===== src/rtl/buffer_arbiter.sv =====
// rtl/buffer_arbiter.sv - two-requester arbiter for one single-port async-read Buffer
// Burst-limited round-robin; define BUF_ARB_FIXED_PRIO_EN for fixed priority to requester 0.
module buffer_arbiter #(
  parameter int WORD_SIZE   = 8,
  parameter int LENGTH_SIZE = 784,
  parameter int MAX_BURST   = 4,
  localparam int ADR_SIZE   = $clog2(LENGTH_SIZE)
) (
  input  logic                 clk_i,
  input  logic                 rst_ni,
  input  logic                 req0_i,
  input  logic                 req1_i,
  input  logic                 wr0_i,
  input  logic                 wr1_i,
  input  logic [ADR_SIZE-1:0]  adr0_i,
  input  logic [ADR_SIZE-1:0]  adr1_i,
  input  logic [WORD_SIZE-1:0] dataIn0_i,
  input  logic [WORD_SIZE-1:0] dataIn1_i,
  output logic                 gnt0_o,
  output logic                 gnt1_o,
  output logic                 rdValid0_o,
  output logic                 rdValid1_o,
  output logic [WORD_SIZE-1:0] rdData0_o,
  output logic [WORD_SIZE-1:0] rdData1_o,
  output logic                 bufWr_o,
  output logic [ADR_SIZE-1:0]  bufAdr_o,
  output logic [WORD_SIZE-1:0] bufDataIn_o,
  input  logic [WORD_SIZE-1:0] bufDataOut_i
);

  logic                 rd_valid0_q, rd_valid1_q;
  logic [WORD_SIZE-1:0] rd_data0_q, rd_data1_q;

`ifdef BUF_ARB_FIXED_PRIO_EN
  always_comb begin
    gnt0_o = 1'b0;
    gnt1_o = 1'b0;
    if (rst_ni) begin
      gnt0_o = req0_i;
      gnt1_o = req1_i & ~req0_i;
    end
  end
`else
  localparam logic [3:0] MAX_CNT = 4'(MAX_BURST);

  logic       owner_q, owner_d;
  logic [3:0] cnt_q, cnt_d;

  // On contention the owner keeps the port until it has used up its burst.
  always_comb begin
    gnt0_o = 1'b0;
    gnt1_o = 1'b0;
    if (rst_ni) begin
      if (req0_i && req1_i) begin
        if (cnt_q < MAX_CNT) begin
          gnt0_o = ~owner_q;
          gnt1_o = owner_q;
        end else begin
          gnt0_o = owner_q;
          gnt1_o = ~owner_q;
        end
      end else begin
        gnt0_o = req0_i;
        gnt1_o = req1_i;
      end
    end
  end

  always_comb begin
    owner_d = owner_q;
    cnt_d   = 4'd0;
    if (gnt0_o || gnt1_o) begin
      if (gnt1_o == owner_q) begin
        cnt_d = (cnt_q >= MAX_CNT) ? MAX_CNT : cnt_q + 4'd1;
      end else begin
        owner_d = gnt1_o;
        cnt_d   = 4'd1;
      end
    end
  end

  always_ff @(posedge clk_i) begin
    if (!rst_ni) begin
      owner_q <= 1'b0;
      cnt_q   <= 4'd0;
    end else begin
      owner_q <= owner_d;
      cnt_q   <= cnt_d;
    end
  end
`endif

  always_comb begin
    bufWr_o     = 1'b0;
    bufAdr_o    = '0;
    bufDataIn_o = '0;
    if (gnt0_o) begin
      bufWr_o     = wr0_i;
      bufAdr_o    = adr0_i;
      bufDataIn_o = dataIn0_i;
    end else if (gnt1_o) begin
      bufWr_o     = wr1_i;
      bufAdr_o    = adr1_i;
      bufDataIn_o = dataIn1_i;
    end
  end

  // Buffer read is asynchronous, so the winner's data is captured at the grant edge.
  always_ff @(posedge clk_i) begin
    if (!rst_ni) begin
      rd_valid0_q <= 1'b0;
      rd_valid1_q <= 1'b0;
      rd_data0_q  <= '0;
      rd_data1_q  <= '0;
    end else begin
      rd_valid0_q <= gnt0_o & ~wr0_i;
      rd_valid1_q <= gnt1_o & ~wr1_i;
      if (gnt0_o && !wr0_i) rd_data0_q <= bufDataOut_i;
      if (gnt1_o && !wr1_i) rd_data1_q <= bufDataOut_i;
    end
  end

  assign rdValid0_o = rd_valid0_q;
  assign rdValid1_o = rd_valid1_q;
  assign rdData0_o  = rd_data0_q;
  assign rdData1_o  = rd_data1_q;

endmodule


===== config.mk =====
export PLATFORM = sky130hd
export DESIGN_NAME = buffer_arbiter
export DESIGN_NICKNAME = d
export VERILOG_FILES = /design/src/rtl/buffer_arbiter.sv
export SDC_FILE = /design/constraint.sdc
export NUM_CORES = 1
export LEC_CHECK = 0
export BUFFER_PORTS_ARGS = -buffer_cell sky130_fd_sc_hd__buf_4
export CAP_MARGIN = 10
export CORE_MARGIN = 2
export CORE_UTILIZATION = 36
export DETAILED_ROUTE_END_ITERATION = 16
export PLACE_DENSITY = 0.76
export SLEW_MARGIN = 25
export SYNTH_ARGS = -nofsm -noshare
export SYNTH_HDL_FRONTEND = slang
export SYNTH_SLANG_ARGS = --single-unit

===== constraint.sdc =====
create_clock -name clk_i -period 1.9 [get_ports clk_i]
set_input_delay 0.38 -clock clk_i [delete_from_list [all_inputs] [get_ports clk_i]]
set_output_delay 0.38 -clock clk_i [all_outputs]
set_load 0.01 [all_outputs]

# Word level (Yosys, flattened, before mapping)
# Cells that the tools add are included.
[totals] input_bits=50 regBits=23 elab_cells=44
[classes] add_sub_neg=1 bitwise_logic=8 muxes=14 n_eq_ne=1 reduce_logical=10 order_cmp=2
[op_table] operator="$mux W10" count=2
[op_table] operator="$mux W8" count=2
[op_table] operator="$mux W1" count=9
[op_table] operator="$not A1 Y1" count=6
[op_table] operator="$add A4 B1 Y4 const B" count=1
[op_table] operator="$ge A4 B3 Y1 const B" count=1
[op_table] operator="$lt A4 B3 Y1 const B" count=1
[op_table] operator="$reduce_and A2 Y1" count=2
[op_table] operator="$reduce_or A4 Y1" count=1
[op_table] operator="$logic_and A1 B1 Y1" count=3
[op_table] operator="$mux W3" count=1
[op_table] operator="$reduce_and A3 Y1" count=1
[op_table] operator="$and A1 B1 Y1" count=2
[op_table] operator="$logic_not A1 Y1" count=2
[op_table] operator="$eq A1 B1 Y1" count=1
[op_table] operator="$logic_or A1 B1 Y1" count=1

# Longest topological paths before layout
# Gate-level depths: netlist of run 1.
[depth] depth_word=7 mapped_depth=5 depth_no_buf=4

# Worst setup path before layout of run 1
# Ideal clock, no wire load.
[synth_path] path_kind="input to output" from="input req0_i" to="output bufAdr_o[8]" arrival_time_ns=1.584 path_slack_ns=-0.064 n_path_buf=2 required_ns=1.520 cell_stages=5 path_cell_list="clkbuf_2 -> or4b_4 -> and4_4 -> buf_6 -> a22o_1"
[synth_between] elab_chain_len=5
[synth_lines] item="from (decl)" line="11" rtl="input logic req0_i,"
[synth_lines] item="$logic_and A1 B1 Y1" line="54" rtl="if (req0_i && req1_i) begin"
[synth_lines] item="$mux W1" line="54"
[synth_lines] item="$mux W1" line="53" rtl="if (rst_ni) begin"
[synth_lines] item="via gnt1_o" line="20" rtl="output logic gnt1_o,"
[synth_lines] item="$mux W10" line="101" rtl="end else if (gnt1_o) begin"
[synth_lines] item="$mux W10" line="97" rtl="if (gnt0_o) begin"
[synth_lines] item="to (decl)" line="26" rtl="output logic [ADR_SIZE-1:0] bufAdr_o,"
# The timed path passes the listed nets, and every way through them passes these cells.

# Worst setup path in the final report of run 1
[layout_path] from="register owner_q" to="output bufAdr_o[8]"
[layout_between] elab_chain_len=6
[layout_lines] item="from (decl)" line="46" rtl="logic owner_q, owner_d;"
[layout_lines] item="from (signal assigned)" line="87" rtl="owner_q <= owner_d;"
[layout_lines] item="$not A1 Y1" line="56, 60"
[layout_lines] item="$mux W1" line="55" rtl="if (cnt_q < MAX_CNT) begin"
[layout_lines] item="$mux W1" line="54"
[layout_lines] item="$mux W1" line="53"
[layout_lines] item="$mux W10" line="101"
[layout_lines] item="$mux W10 (*)" line="97"
# Every way passes the cells marked *; elsewhere a longest branch is shown, timed or not.

==> impl_metrics.env, run 1 <==
export IMPL_syn_nets=180
export IMPL_grt_pass1_wl_um=5754
export IMPL_grt_setup_unrepaired="yes"
export IMPL_clock_sinks=23
export IMPL_grt_max_degree=31
export IMPL_std_cell_rows=20
export IMPL_cp_top_family="simple AND/OR/NAND/NOR gates"
export IMPL_fmaxAchievable_ghz=0.4567
export IMPL_power_density_nw_per_um2=544.0
export IMPL_finalCriticalPeriod_ns=2.190
export IMPL_synth_edf_count=0
export IMPL_antenna_found_initial=0
export IMPL_cts_root_buf="clkbuf_4"
export IMPL_cp_start_kind="register"
export IMPL_async_reset_ff_share_pct=0
export IMPL_whs_ns=0.3314
export IMPL_postSynthCellCount=129
export IMPL_die_area_um2=3818
export IMPL_final_util_pct=63.91
export IMPL_finalSetupTns_ns=-5.272
export IMPL_diodes=0
export IMPL_yosys_most_used_dff="dfxtp_1"
export IMPL_violations="setup timing"
export IMPL_p_seq_share_pct=48.0
export IMPL_status="finished with violations"
export IMPL_dp_hpwl_um=2897
export IMPL_p_switching_mw=0.3009
export IMPL_dr_first_iter_drc_count=51
export IMPL_vias=1335
export IMPL_grt_pass1_vias=1269
export IMPL_cp_end_kind="output pin"
export IMPL_placed_area_um2=1911
export IMPL_cts_tree="yes"
export IMPL_p_leak_nw=1.057
export IMPL_path_clk_slew_ns=0.13
export IMPL_chipHeight_um=61.79
export IMPL_finalNonFillerCells=264
export IMPL_post_place_ws_ns=-0.02740
export IMPL_hold_viol_final=0
export IMPL_cts_made_buffers=3
export IMPL_setup_viol=20
export IMPL_path_class="reg2out"
export IMPL_drive_gt1_share_pct=51.36
export IMPL_clockPowerShare_pct=20.8
export IMPL_wl_per_cell_um=14.92
export IMPL_worst_path_max_delay_cell="or4b_4"
export IMPL_cts_max_level=1
export IMPL_seqCellArea_um2=464.2
export IMPL_cp_slowest_stage_delay_ns=0.58
export IMPL_core_um2=3103
export IMPL_avgSynthCellArea_um2=9.321
export IMPL_fill_cells=292
export IMPL_place_inst=256
export IMPL_yosysUniqueCellTypes=32
export IMPL_wl_um=3940
export IMPL_crit_chain="or4b_4 > and4_4 > a22o_1 > buf_4"
export IMPL_combPwrFrac_pct=31.2
export IMPL_yosysSeqAreaShare_pct=38.29
export IMPL_switching_share_pct=27.89
export IMPL_setup_ws_ns=-0.2897
export IMPL_yosys_warnings=0
export IMPL_drv_slew=0
export IMPL_p_total_mw=1.079
export IMPL_clockBufferDepth=2
export IMPL_worstPathArrival_ns=1.81
export IMPL_peakVddDrop_uv=433.1
export IMPL_port_buffers=88
export IMPL_clock_latency_ns=0.31
export IMPL_drt_first_pass_iters=4
export IMPL_num_io_pins=89
export IMPL_crit_fanout=5
export IMPL_required_ns=1.52
export IMPL_hold_class="in2reg"
export IMPL_finalClockSkew_ns=0.005761
export IMPL_crit_buf_inv=1
export IMPL_multi_input_area_um2=676.9
export IMPL_area_growth_pct=64.93
export IMPL_drv_cap=0
export IMPL_track_usage_pct=20.41
export IMPL_syn_area_um2=1202
export IMPL_ant_nets=0
export IMPL_final_area_um2=1983
export IMPL_start_util_pct=38.75
export IMPL_finalCritPeriodShare_pct=115.2
export IMPL_overflow=0
export IMPL_fp_dieW_um=61.79
export IMPL_synth_seq_cells=23
export IMPL_p_int_mw=0.7780
export IMPL_finalWeightedCongestion=0.8176
export IMPL_drc=0
export IMPL_nets=272
export IMPL_vias_per_cell=5.057
==> flip-flops by register name, summed over array words and instances, names as in the netlist <==
register    count
cnt_q           4
rdValid1_o      1
rdData0_o       8
rdValid0_o      1
rdData1_o       8
owner_q         1
==> power by group through the flow <==
| stage | combinational [mW] | sequential, mW | clock [mW] |
|---|---|---|---|
| after floorplan | 0.150 | 0.528 | 0 |
| final | 0.337 | 0.518 | 0.225 |
| after global placement | 0.315 | 0.526 | 0 |
| after detailed placement | 0.323 | 0.527 | 0 |
| after CTS | 0.338 | 0.518 | 0.235 |
| after global routing | 0.363 | 0.521 | 0.258 |
==> tightest hold or removal path: stages <==
cell and delay, ns:
buf_4 0.11, nand2_1 0.06, mux2i_1 0.06
==> Yosys cell counts (all sizes together) (2+ instances only) <==
library cell,instances,area [um2]
a22o,18,157.7
a311o,2,21.27
buf,8,67.55
clkbuf,5,20.01
dfxtp,23,460.4
inv,5,18.77
mux2i,18,180.2
nand2,25,93.84
nand3,2,10.01
nor2,2,7.510
o211ai,2,15.01
o21ai,3,15.01
o21ba,2,20.02
==> cell usage in the layout, fill, tap and decap left out, drive strengths merged <==
cell     count
and4         4
dfxtp       23
nor2         2
or4b         1
conb         1
inv          5
nand2       25
and2         1
o21bai       1
o2111ai      1
buf         97
and3b        1
o21ba        2
nand3        2
o21ai        3
a21oi        1
nor3b        1
o311ai       1
o21a         1
o31a         1
a311o        2
mux2i       18
o211ai       2
a22o        18
nor3         1
clkbuf       3
ha           1
clkinv       1
==> per-layer routing <==
metal | GRT usage [%] | vias to the layer above | wire length (um) | part of all wire (%)
met2 | 38.35 | 71 | 2007 | 51
met4 | 9.119 | 0 | 79 | 2.0
met3 | 4.141 | 9 | 422 | 11
met5 | 0 | - | 0 | 0
li1 | - | 649 | - | -
met1 | 21.78 | 606 | 1430 | 36
==> layout make-up <==
| cell class | instances | area share (%) |
|---|---|---|
| clock buffers | 3 | 1.136 |
| inverters | 5 | 0.9464 |
| repair buffers | 97 | 37.35 |
| well taps | 44 | 2.776 |
| flip-flops and latches | 23 | 23.41 |
| multi-input cells | 91 | 34.13 |
| clock inverters | 1 | 0.2524 |
==> timing repair <==
item / 4_1_cts / 5_1_grt
setup buffers: 1 / 0
gates cloned: 3 / 0
hold buffers: 0 / 0
endpoints found under the setup margin: 21 / 21
pin swaps: 1 / 0
gates resized for setup: 5 / 1
==> kinds of logic (layout without fill, tap and decap cells) <==
kind of cell,count (synthesis),after routing,share of synthesized area [%]
AND/OR/NAND/NOR,35,38,13.63
flip-flops,23,23,38.29
multiplexers,18,18,14.98
AO/OA/AOI/OAI,33,33,22.89
other,1,1,0.3119
adder cells (fa/ha/maj),1,1,1.040
buffers and inverters,18,106,8.843
==> worst paths after layout <==
kind,from,end,slack (ns),cells after the start
min,bufDataOut_i[7],rdData0_o[7],0.33,3
min reg2reg,rdData0_o[5],rdData0_o[5],0.48,2
max reg2reg,owner_q,rdData1_o[7],0.39,4
max,owner_q,bufAdr_o[8],-0.29,4
No activity file was read; power rests on OpenSTA's default activity.
==> run 2, diff against run 1 <==
--- a/config.mk
+++ b/config.mk
@@ -10,8 +10,7 @@
 export CORE_MARGIN = 2
 export CORE_UTILIZATION = 36
 export DETAILED_ROUTE_END_ITERATION = 16
-export PLACE_DENSITY = 0.76
-export SLEW_MARGIN = 25
+export PLACE_DENSITY = 0.75
 export SYNTH_ARGS = -nofsm -noshare
 export SYNTH_HDL_FRONTEND = slang
 export SYNTH_SLANG_ARGS = --single-unit
==> impl_metrics.env, run 2 (synthesized netlist as in run 1, its figures left out) <==
export IMPL_path_clk_slew_ns=0.13
export IMPL_crit_buf_inv=1
export IMPL_hold_viol_final=0
export IMPL_place_inst=256
export IMPL_overflow=0
export IMPL_num_io_pins=89
export IMPL_vias=1384
export IMPL_wl_um=4062
export IMPL_std_cell_rows=20
export IMPL_drive_gt1_share_pct=52.89
export IMPL_clockBufferDepth=2
export IMPL_status="finished with violations"
export IMPL_die_area_um2=3818
export IMPL_chipHeight_um=61.79
export IMPL_dr_first_iter_drc_count=47
export IMPL_final_common_cell="buf_4"
export IMPL_core_um2=3103
export IMPL_finalWeightedCongestion=0.7758
export IMPL_grt_max_degree=21
export IMPL_wl_per_cell_um=15.10
export IMPL_final_cell_mix="80 x buf_4, 25 x nand2_1, 21 x buf_6"
export IMPL_start_util_pct=38.75
export IMPL_cp_slowest_stage_delay_ns=0.58
export IMPL_path_class="reg2out"
export IMPL_worstPathArrival_ns=1.83
export IMPL_track_usage_pct=19.67
export IMPL_cts_tree="yes"
export IMPL_area_growth_pct=76.07
export IMPL_crit_chain="or4b_4 > and4_4 > a22o_1 > buf_6"
export IMPL_drc=0
export IMPL_crit_fanout=5
export IMPL_drt_first_pass_iters=4
export IMPL_power_density_nw_per_um2=527.6
export IMPL_antenna_found_initial=0
export IMPL_cp_start_kind="register"
export IMPL_vias_per_cell=5.145
export IMPL_p_leak_nw=1.103
export IMPL_slew_headroom_pct=55.79
export IMPL_finalCriticalPeriod_ns=2.209
export IMPL_setup_viol=21
export IMPL_grt_setup_unrepaired="yes"
export IMPL_whs_ns=0.3370
export IMPL_drv_slew=0
export IMPL_cp_top_family="simple AND/OR/NAND/NOR gates"
export IMPL_cts_made_buffers=3
export IMPL_required_ns=1.52
export IMPL_finalNonFillerCells=269
export IMPL_diodes=0
export IMPL_worst_path_max_delay_cell="or4b_4"
export IMPL_finalCritPeriodShare_pct=116.3
export IMPL_finalClockSkew_ns=0.008103
export IMPL_fmaxAchievable_ghz=0.4527
export IMPL_ant_nets=0
export IMPL_setup_ws_ns=-0.3091
export IMPL_cp_end_kind="output pin"
export IMPL_tightest_slew_ns=0.6616
export IMPL_cts_max_level=1
export IMPL_dp_hpwl_um=2975
export IMPL_grt_pass1_vias=1286
export IMPL_fill_cells=268
export IMPL_cts_root_buf="clkbuf_4"
export IMPL_clock_latency_ns=0.31
export IMPL_fp_dieW_um=61.79
export IMPL_nets=277
export IMPL_violations="setup timing"
export IMPL_hold_class="in2reg"
export IMPL_port_buffers=88
export IMPL_clock_sinks=23
export IMPL_peakVddDrop_uv=395.6
export IMPL_drv_cap=0
export IMPL_grt_pass1_wl_um=5678
run 2: worst min-delay path: stages:
cell     delay [ns]
buf_4          0.11
nand2_1        0.07
mux2i_1        0.06
run 2: worst paths after layout:
| check | slack, ns | from | to | cells after the start |
|---|---|---|---|---|
| max | -0.31 | owner_q | bufDataIn_o[4] | 4 |
| min | 0.34 | bufDataOut_i[7] | rdData0_o[7] | 3 |
| max reg2reg | 0.33 | owner_q | rdData0_o[0] | 4 |
| min reg2reg | 0.47 | rdData1_o[1] | rdData1_o[1] | 2 |
run 2: report_power, final:
group	switching [mW]	internal [mW]
Sequential	0.0139	0.502
Combinational	0.154	0.225
Clock	0.143	0.0785
Total	0.311	0.806
run 2: cell type report:
cell class | count | area [um2] | area share, %
inverter | 5 | 18.77 | 0.8865
tap | 44 | 55.05 | 2.600
timing repair buffer | 102 | 857.1 | 40.48
clock buffer | 3 | 22.52 | 1.064
multi-input combinational | 91 | 691.9 | 32.68
sequential | 23 | 466.7 | 22.04
clock inverter | 1 | 5.005 | 0.2364
run 2: timing repair:
| action | in CTS | in global routing |
|---|---|---|
| pin swaps | 3 | 5 |
| cloned | 2 | 1 |
| endpoints found under the setup margin | 21 | 29 |
| gates resized for setup | 25 | 5 |
| hold buffers | 0 | 0 |
| buffers inserted | 4 | 2 |
run 2: metrics by stage:
stage | setup TNS, ns | setup WS (ns) | cell area (um2) | utilization [%] | total power, mW
after global routing | -6.420 | -0.3558 | 2117 | 68.23 | 1.173
final | -5.273 | -0.3091 | 2117 | 68.23 | 1.117
after CTS | -5.201 | -0.2889 | 2071 | 66.73 | 1.116
after global placement | 0 | 0.02422 | 1911 | 61.57 | 0.8408
after floorplan | 0 | 0.03780 | 1211 | - | 0.6785
after detailed placement | -0.02802 | -0.01615 | 1911 | 61.57 | 0.8518
run 2: per-layer routing:
metal  up-vias  track usage (%)  part of all wire, %
met4         0            5.775                  1.7
met5         -                0                    0
li1        661                -                    -
met3         6            3.520                   10
met1       646            20.33                   35
met2        71            39.55                   53
==> run 3, diff against run 2 <==
--- a/config.mk
+++ b/config.mk
@@ -11,6 +11,7 @@
 export CORE_UTILIZATION = 36
 export DETAILED_ROUTE_END_ITERATION = 16
 export PLACE_DENSITY = 0.75
+export REMOVE_ABC_BUFFERS = 1
 export SYNTH_ARGS = -nofsm -noshare
 export SYNTH_HDL_FRONTEND = slang
 export SYNTH_SLANG_ARGS = --single-unit
==> impl_metrics.env, run 3 (synthesized netlist as in run 1, its figures left out) <==
export IMPL_status="finished with violations"
export IMPL_violations="setup timing"
export IMPL_fp_dieW_um=61.79
export IMPL_hold_viol_final=0
export IMPL_diodes=0
export IMPL_cp_start_kind="register"
export IMPL_num_io_pins=89
export IMPL_cts_tree="yes"
export IMPL_grt_busiest_layer="met2"
export IMPL_worst_path_max_delay_cell="or4b_4"
export IMPL_finalNonFillerCells=265
export IMPL_drc=0
export IMPL_antenna_found_initial=0
export IMPL_cp_end_kind="output pin"
export IMPL_track_usage_pct=21.91
export IMPL_cts_made_buffers=3
export IMPL_final_common_cell="buf_4"
export IMPL_wl_um=4007
export IMPL_path_clk_slew_ns=0.12
export IMPL_required_ns=1.52
export IMPL_clockBufferDepth=2
export IMPL_clock_latency_ns=0.30
export IMPL_use_met1_pct=20.13
export IMPL_p_total_mw=1.098
export IMPL_crit_fanout=10
export IMPL_place_inst=257
export IMPL_met3_usage_pct=6.625
export IMPL_worstPathArrival_ns=1.79
export IMPL_path_class="reg2out"
export IMPL_cp_slowest_stage_delay_ns=0.55
export IMPL_cts_root_buf="clkbuf_4"
export IMPL_peakVddDrop_uv=333.1
export IMPL_port_buffers=88
export IMPL_dp_hpwl_um=3094
export IMPL_chipHeight_um=61.79
export IMPL_nets=273
export IMPL_grt_setup_unrepaired="yes"
export IMPL_final_cell_mix="77 x buf_4, 25 x nand2_1, 23 x buf_6"
export IMPL_setup_ws_ns=-0.2710
export IMPL_finalCriticalPeriod_ns=2.171
export IMPL_ant_nets=0
export IMPL_area_growth_pct=71.38
export IMPL_die_area_um2=3818
export IMPL_drv_slew=0
export IMPL_cts_max_level=1
export IMPL_dr_first_iter_drc_count=51
export IMPL_tightest_slew_ns=1.014
export IMPL_slew_headroom_pct=32.31
export IMPL_grt_use_met2_pct=44.81
export IMPL_wl_per_cell_um=15.12
export IMPL_fmaxAchievable_ghz=0.4606
export IMPL_core_um2=3103
export IMPL_grt_max_degree=20
export IMPL_std_cell_rows=20
export IMPL_power_density_nw_per_um2=532.8
export IMPL_vias_per_cell=5.045
export IMPL_drt_first_pass_iters=4
export IMPL_finalClockSkew_ns=0.002721
export IMPL_crit_chain="or4b_4 > and4_4 > a22o_1 > buf_6"
export IMPL_p_leak_nw=1.083
export IMPL_clock_sinks=23
export IMPL_drv_cap=0
export IMPL_grt_pass1_vias=1392
export IMPL_grt_pass1_wl_um=6134
export IMPL_final_util_pct=66.41
export IMPL_vias=1337
export IMPL_start_util_pct=38.75
export IMPL_setup_viol=30
export IMPL_finalWeightedCongestion=0.8133
export IMPL_drive_gt1_share_pct=51.58
export IMPL_overflow=0
export IMPL_hold_class="in2reg"
export IMPL_finalCritPeriodShare_pct=114.3
export IMPL_holdBufCountCts=0
## run 3: cell type report
type	instances	area, um2
Timing Repair Buffer	100	837.1
Clock inverter	1	5.005
Fill cell	281	1042
Sequential cell	23	462.9
Multi-Input combinational cell	89	659.4
Clock buffer	3	22.52
Inverter	5	18.77
Tap cell	44	55.05
## run 3: worst paths after layout
kind	startpoint	to	slack, ns	cells past startpoint
setup / recovery	owner_q	bufAdr_o[1]	-0.27	4
hold / removal	bufDataOut_i[2]	rdData1_o[2]	0.34	3
setup reg to reg	cnt_q[3]	rdData0_o[2]	-0.09	5
hold reg to reg	rdData1_o[1]	rdData1_o[1]	0.47	2
## run 3: report_power, final
group          internal (mW)  switching (mW)  leakage [nW]
logic                  0.217           0.149         0.877
registers              0.503          0.0114         0.188
clock network         0.0785           0.139        0.0177
total                  0.798           0.300          1.08
## run 3: repair_timing
item                                    4_1_cts  5_1_grt
endpoints found under the setup margin       30       30
gates cloned                                  1        0
gates resized for setup                      27        0
setup buffers                                 3        0
pin swaps                                     3        1
## run 3: critical path, delay by kind of cell (launching register included)
kind | cells | cell delay, ns
buffers and inverters | 1 | 0.13
AOI/OAI and AO/OA | 1 | 0.26
DFF | 1 | 0.33
and+or+nand+nor | 2 | 0.76
## run 3: metrics by stage
stage / cell area (um2) / hold WS [ns] / setup WS [ns] / setup TNS (ns)
after detailed placement: 1906 / 0.4593 / -0.08074 / -1.326
after global placement: 1906 / 0.4466 / -0.04647 / -0.7750
after global routing: 2061 / 0.3291 / -0.3656 / -9.216
final: 2061 / 0.3443 / -0.2710 / -5.415
after CTS: 2061 / 0.3382 / -0.2804 / -6.277
after floorplan: 1115 / 0.4824 / -0.5743 / -5.057
## run 3: per-layer routing
metal	routed length (um)	vias to the layer above
met5	0	-
met4	29	0
met3	497	6
met2	2165	70
met1	1314	615
li1	-	646
